===== src/rtl/sys_timer_irq.sv =====
// System register window: joypad, prescaled countdown timer, DMA-done latch, IRQ/NMI generation.
// Optional periodic NMI counter is built only when SYS_NMI_EN is defined; otherwise nmi is tied low.
module sys_timer_irq (
  input  logic       clk,
  input  logic       reset,
  input  logic       ce,
  input  logic       cs,
  input  logic       we,
  input  logic [2:0] addr,
  input  logic [7:0] din,
  output logic [7:0] dout,
  input  logic [7:0] joy,
  input  logic       dma_done,
  output logic       irq,
  output logic       nmi,
  output logic       lcd_en,
  output logic [1:0] bank
);

  localparam int unsigned PRESC_W = 14;
  localparam int unsigned DATA_W  = 8;
  localparam logic [PRESC_W-1:0] RELOAD_FAST = PRESC_W'(255);
  localparam logic [PRESC_W-1:0] RELOAD_SLOW = PRESC_W'(16383);

  localparam logic [2:0] A_JOY    = 3'd0;
  localparam logic [2:0] A_TIMER  = 3'd3;
  localparam logic [2:0] A_TACK   = 3'd4;
  localparam logic [2:0] A_DACK   = 3'd5;
  localparam logic [2:0] A_CTL    = 3'd6;
  localparam logic [2:0] A_STATUS = 3'd7;

  logic [DATA_W-1:0]  r_ctl;
  logic [DATA_W-1:0]  r_timer;
  logic [1:0]         r_status;
  logic [PRESC_W-1:0] r_presc;
  logic               r_dma_prev;
  logic [DATA_W-1:0]  r_dout;
  logic               r_irq;

  logic               w_rd;
  logic               w_wr;
  logic               w_wr_timer;
  logic [PRESC_W-1:0] w_reload;
  logic [PRESC_W-1:0] w_presc_nxt;
  logic [DATA_W-1:0]  w_timer_nxt;
  logic [1:0]         w_set;
  logic [1:0]         w_clr;
  logic [1:0]         w_status_nxt;
  logic [DATA_W-1:0]  w_rdata;

  assign w_rd       = cs & ce & ~we;
  assign w_wr       = cs & ce & we;
  assign w_wr_timer = w_wr & (addr == A_TIMER);

  // Prescaler/timer next state; a timer write pre-empts a coincident tick.
  always_comb begin
    w_reload    = r_ctl[4] ? RELOAD_SLOW : RELOAD_FAST;
    w_presc_nxt = r_presc;
    w_timer_nxt = r_timer;
    w_set       = 2'b00;
    w_clr       = 2'b00;
    if (w_wr_timer) begin
      w_timer_nxt = din;
      w_presc_nxt = w_reload;
      w_set[0]    = (din == 8'd0);
    end else if (ce) begin
      if (r_presc == '0) begin
        w_presc_nxt = w_reload;
        if (r_timer != 8'd0) begin
          w_timer_nxt = r_timer - 8'd1;
          w_set[0]    = (r_timer == 8'd1);
        end
      end else begin
        w_presc_nxt = r_presc - PRESC_W'(1);
      end
    end
    w_set[1]     = dma_done & ~r_dma_prev;
    w_clr[0]     = w_rd & (addr == A_TACK);
    w_clr[1]     = w_rd & (addr == A_DACK);
    w_status_nxt = w_set | (r_status & ~w_clr);
  end

  always_comb begin
    w_rdata = 8'hFF;
    case (addr)
      A_JOY:                    w_rdata = ~joy;
      A_TIMER:                  w_rdata = r_timer;
      A_TACK, A_DACK, A_STATUS: w_rdata = {6'b0, r_status};
      A_CTL:                    w_rdata = r_ctl;
      default:                  w_rdata = 8'hFF;
    endcase
  end

  always_ff @(posedge clk) begin
    if (reset) begin
      r_ctl      <= '0;
      r_timer    <= '0;
      r_status   <= '0;
      r_presc    <= '0;
      r_dma_prev <= 1'b0;
      r_dout     <= '0;
      r_irq      <= 1'b0;
    end else begin
      r_presc    <= w_presc_nxt;
      r_timer    <= w_timer_nxt;
      r_status   <= w_status_nxt;
      r_dma_prev <= dma_done;
      r_irq      <= (r_status[0] & r_ctl[1]) | (r_status[1] & r_ctl[2]);
      if (w_wr && addr == A_CTL) r_ctl <= din;
      if (w_rd) r_dout <= w_rdata;
    end
  end

  assign dout   = r_dout;
  assign irq    = r_irq;
  assign lcd_en = r_ctl[3];
  assign bank   = r_ctl[6:5];

`ifdef SYS_NMI_EN
  logic [15:0] r_nmi_cnt;
  logic        r_nmi;

  // nmi mirrors count==0, registered alongside the wrap.
  always_ff @(posedge clk) begin
    if (reset) begin
      r_nmi_cnt <= '0;
      r_nmi     <= 1'b0;
    end else if (ce) begin
      r_nmi_cnt <= r_nmi_cnt + 16'd1;
      r_nmi     <= (r_nmi_cnt == 16'hFFFF);
    end
  end

  assign nmi = r_nmi;
`else
  assign nmi = 1'b0;
`endif

endmodule


===== config.mk =====
export PLATFORM = sky130hd
export DESIGN_NAME = sys_timer_irq
export DESIGN_NICKNAME = d
export VERILOG_FILES = /design/src/rtl/sys_timer_irq.sv
export SDC_FILE = /design/constraint.sdc
export NUM_CORES = 1
export LEC_CHECK = 0
export CORE_ASPECT_RATIO = 1.2
export CORE_MARGIN = 8
export CORE_UTILIZATION = 40
export DETAILED_ROUTE_END_ITERATION = 7
export PLACE_DENSITY = 0.65
export SYNTH_ARGS = -nofsm -noshare
export SYNTH_HDL_FRONTEND = slang
export SYNTH_SLANG_ARGS = --single-unit

===== constraint.sdc =====
create_clock -name clk -period 2.77 [get_ports clk]
set_clock_uncertainty 0.05 [all_clocks]
set_input_delay 0.554 -clock clk [delete_from_list [all_inputs] [get_ports clk]]
set_output_delay 0.554 -clock clk [all_outputs]
set_load 0.02 [all_outputs]

After elaboration in Yosys (flattened, before gate mapping)
Cells that the tools add are included.
- $add $sub $neg: 2
- equal/unequal tests: 6
- multiplexer cells: 13
- bitwise gates (word level): 16
- reductions and logical operators: 10
- operator list (operator ; number):
    14-bit 2-to-1 mux ; 4
    8-bit 2-to-1 mux ; 4
    8-bit one-hot mux with 4 select lines ; 1
    14-bit zero test ; 1
    14-bit by 1-bit subtractor with 14-bit output, second input constant ; 1
    3-bit equality test, second input constant ; 4
    1-bit AND ; 9
    8-bit by 1-bit equality test with 1-bit output, second input constant ; 1
    8-bit zero test ; 1
    8-bit inverter ; 1
    8-bit nonzero test ; 1
    8-bit by 1-bit subtractor with 8-bit output, second input constant ; 1
    2-bit nonzero test ; 3
    1-bit 2-to-1 mux ; 4
    3-bit by 2-bit equality test with 1-bit output, second input constant ; 1
    3-bit zero test ; 1
    3-bit AND reduction ; 1
    3-bit OR reduction ; 1
    2-bit AND ; 1
    1-bit inverter ; 2
    2-bit inverter ; 1
    2-bit bitwise OR ; 1
    1-bit logical AND ; 1
    1-bit bitwise OR ; 1
- flip-flop bits (word level): 42
- bits of input ports: 25
- output and inout port bits: 13
- word-level logic and storage cells: 54

Logic depth before layout (Yosys ltp)
- depth after elaboration: 6
- mapped depth: 7
- gate-level depth less buffers: 6

Least setup slack after synthesis
Ideal clock, no wire load.
- path type: input port to flip-flop
- from: input port addr[2]
- to: register r_presc[12]
- library setup time: 0.091 ns
- arrival time: 1.907 ns
- required time: 2.629 ns
- path slack: 0.722 ns
- stages on the path: 6
- buffers on the path: 2
- path through: clkbuf_1 > nand4b_1 > nor2_1 > clkbuf_1 > o21ai_0 > a311oi_1
- word-level cells in the longest chain between the ends: 3
- elaborated cells on any way between the ends: 4
- classes of those cells: eq/ne (1); mux (1); bitwise (1); reduce/logical (1)
- ends and longest elaborated chain (item ; RTL line ; text):
    start: declaration ; 9 ; input logic [2:0] addr,
    3-bit by 2-bit equality test with 1-bit output * ; 53 ; assign w_wr_timer = w_wr & (addr == A_TIMER);
    1-bit AND * ; 53 ;
    14-bit 2-to-1 mux / 2-bit nonzero test (equally long branches) ; -- ;
    end signal: assignment ; 104 ; r_presc <= w_presc_nxt;
    end: declaration ; 35 ; logic [PRESC_W-1:0] r_presc;
Every way passes the cells marked *; elsewhere a longest branch is shown, timed or not.
A chain may end at the register's enable or synchronous reset.

Worst setup path in the final report
- from: input port we
- to: register r_timer[2]
- word-level cells in the longest chain between the ends: 4
- elaborated cells on any way between the ends: 7
- classes of those cells: mux (1); bitwise (2); reduce/logical (4)
- ends and longest elaborated chain (item ; RTL line ; text):
    start: declaration ; 8 ; input logic we,
    1-bit AND * ; 52 ; assign w_wr = cs & ce & we;
    1-bit AND * ; 53 ;
    2-bit nonzero test (no line) ; -- ;
    3-bit AND reduction (no line) ; -- ;
    end signal: assignment ; 105 ; r_timer <= w_timer_nxt;
    end: declaration ; 33 ; logic [DATA_W-1:0] r_timer;
Marked as above.

==> flow_metrics.tcl <==
set metrics [dict create \
    status "completed" \
    finalPower_w 0.00171 \
    ys_seq_elements 42 \
    cts.sinks 42 \
    portBuffers 36 \
    cts_buffers 5 \
    vias 2466 \
    viasPerCell 5.87 \
    ys.flop_type "dfxtp_1" \
    pin_count 38 \
    whs_path_depth 2 \
    synth-edff-count 0 \
    final_hold_viol_count 0 \
    drv_slew 0 \
    wl_met3_um 372 \
    dieWidth_um 87.6 \
    fin_crit_ns 2.31 \
    path_clk_slew_ns 0.08 \
    layout_commonest_cell "dfxtp_1" \
    dieArea_um2 8930 \
    max_freq_mhz 433 \
    firstDrtPassIters 5 \
    r2r_start "r_timer[0]$_SDFFE_PP0P_" \
    die_y_um 102 \
    wirelength_mm 7.38 \
    start_util 0.410 \
    yosys.area.top_type "dfxtp_1" \
    drc 0 \
    dr.max_layer_used "met4" \
    cts_hold_buffers 0 \
    synth_area_per_cell_um2 8.13 \
    antenna_found_initial 0 \
    grt_max_degree 31 \
    hold_path.startpoint "dout[5]$_SDFFE_PP0N_" \
    grt_setup_unrepaired "false" \
    drt-met1-wl_mm 3.11 \
    synth_area_leaders "dfxtp_1, nor2_1, a21oi_1, mux2i_1, o21ai_0" \
    max_cap_violations 0 \
    tns_ns 0 \
    dr_wl_met2_mm 3.65 \
    async_flop_share 0 \
    critPathRequiredTime_ns 2.88 \
    postCtsSetupRepairBufs 0 \
    p_leak_nw 1.03 \
    clk_latency_ns 0.29 \
    cts_tree "done" \
    critPathMaxFanout 13 \
    core.rowCount 31 \
    yosysWarnings 0 \
    core_um2 6010 \
    synth_top_cell_area_share 0.341 \
    regArea_um2 841 \
    hp-class "reg -> reg" \
    ir_worst_vdd_uv 217 \
    syn_nets 332 \
    fin_crit_sh 0.834 \
    p_per_area_nw_per_um2 567 \
    drive_gt1_frac 0.0917 \
    clock_path_buffers 2 \
    htreeDepth 2 \
    syn_area_um2 2460 \
    nNetsFinal 366 \
    overflow 0 \
    place.gp.congestion 0.907 \
    maxSlewHeadroom 0.444 \
    startpoint "we" \
    antenna_left 0 \
    final_cell_mix "dfxtp_1, clkdlybuf4s50_1, nor2_1, a21oi_1, o21ai_0" \
    grt_first_pass_wirelength_mm 12.2 \
    crit_arrival_ns 2.42 \
    syn2layout_area_growth_pct 22.4 \
    synth_seq_area_share 0.341 \
    synth_cell_type_count 63 \
    grt_pass1_vias 2459 \
    drt_iter0_drc 144 \
    antenna_cells 0 \
    endpoint_kind "register" \
    cp-start-kind "input port" \
    reg2regPathDepth 6 \
    wl_per_cell_um 17.6 \
    setup_viol 0 \
    grt_usage 0.172 \
    synthCells 303 \
    nFillCells 598 \
    tightestPinTransition_ns 0.827 \
    ctsResizeCount 0 \
    cts-root-buf "clkbuf_8" \
    criticalPathCategory "in -> reg" \
    place.detailed.hpwl_mm 5.56 \
    multiInputGateArea_um2 1470 \
]
==> power breakdown <==
part / switching (W) / leakage [nW] / internal, W / total, W
clock: 0.000212 / 0.0482 / 0.000201 / 0.000413
combinational: 0.000300 / 0.636 / 0.000250 / 0.000550
sequential: 0.0000844 / 0.342 / 0.000662 / 0.000747
total: 0.000596 / 1.03 / 0.00111 / 0.00171
==> cell usage after synthesis, types with 3 or more instances <==
master	n
a211oi_1	5
nor4_1	7
a2bb2oi_1	3
o21ai_0	15
nor2b_1	4
o22ai_1	3
buf_4	3
nor3b_1	3
a21oi_1	23
nand2b_1	6
ha_1	4
or3_1	7
mux2i_1	8
a221oi_1	4
nor2_1	33
dfxtp_1	42
clkbuf_1	14
xnor2_1	5
o211ai_1	3
xor2_1	3
nand4_1	6
nor3_1	11
a31oi_1	4
nand2_1	10
inv_1	13
and3_1	3
nand3_1	14
==> flip-flops by register name (all words and copies together), names as in the netlist <==
signal      cells
dout            8
r_timer         8
r_presc        14
r_ctl           8
r_dma_prev      1
r_status        2
irq             1
==> final cells by class <==
type	instances	share of cell area
Clock inverter	1	0.00166
Tap cell	82	0.0340
Sequential cell	42	0.279
Inverter	13	0.0162
Clock buffer	7	0.0286
Multi-Input combinational cell	227	0.487
Timing Repair Buffer	48	0.154
==> per-stage QoR <==
stage	hold slack [ns]	instance area [um2]	setup WS [ns]	std cells	utilization
4_1_cts	0.416	3010	0.469	420	0.501
2_1_floorplan	0.408	2460	0.722	303	-
5_1_grt	0.448	3010	0.342	420	0.501
3_3_place_gp	0.399	2920	0.303	412	0.486
3_5_place_dp	0.405	2920	0.204	412	0.486
6_report	0.414	3010	0.460	420	0.501
==> cells by family after synthesis <==
family	count (synthesis)	share of synthesized area
AO/OA/AOI/OAI	80	0.215
XOR/XNOR	8	0.0285
adder cells (fa/ha/maj)	4	0.0203
buffers and inverters	34	0.0625
flip-flops	42	0.341
multiplexers	9	0.0371
other	1	0.00152
AND/OR/NAND/NOR	125	0.293
==> per-layer routing <==
metal | up-vias | global-route usage
met1 | 1155 | 0.191
met2 | 93 | 0.301
met4 | 0 | 0.0809
met3 | 21 | 0.0394
met5 | - | 0
li1 | 1197 | -
==> path summary, 6_finish.rpt <==
kind,to,slack (ns)
max reg2reg,r_timer[6]$_SDFFE_PP0P_,0.55
min,dout[5]$_SDFFE_PP0N_,0.41
max,r_timer[2]$_SDFFE_PP0P_,0.46
min reg2reg,dout[5]$_SDFFE_PP0N_,0.41
==> critical path, stage by stage <==
cell and delay, ns:
clkdlybuf4s50_1 0.52, nand4b_1 0.22, or2_1 0.45, and2_1 0.23
a2111oi_0 0.44
Note: power is estimated with default switching activity, not from simulation.
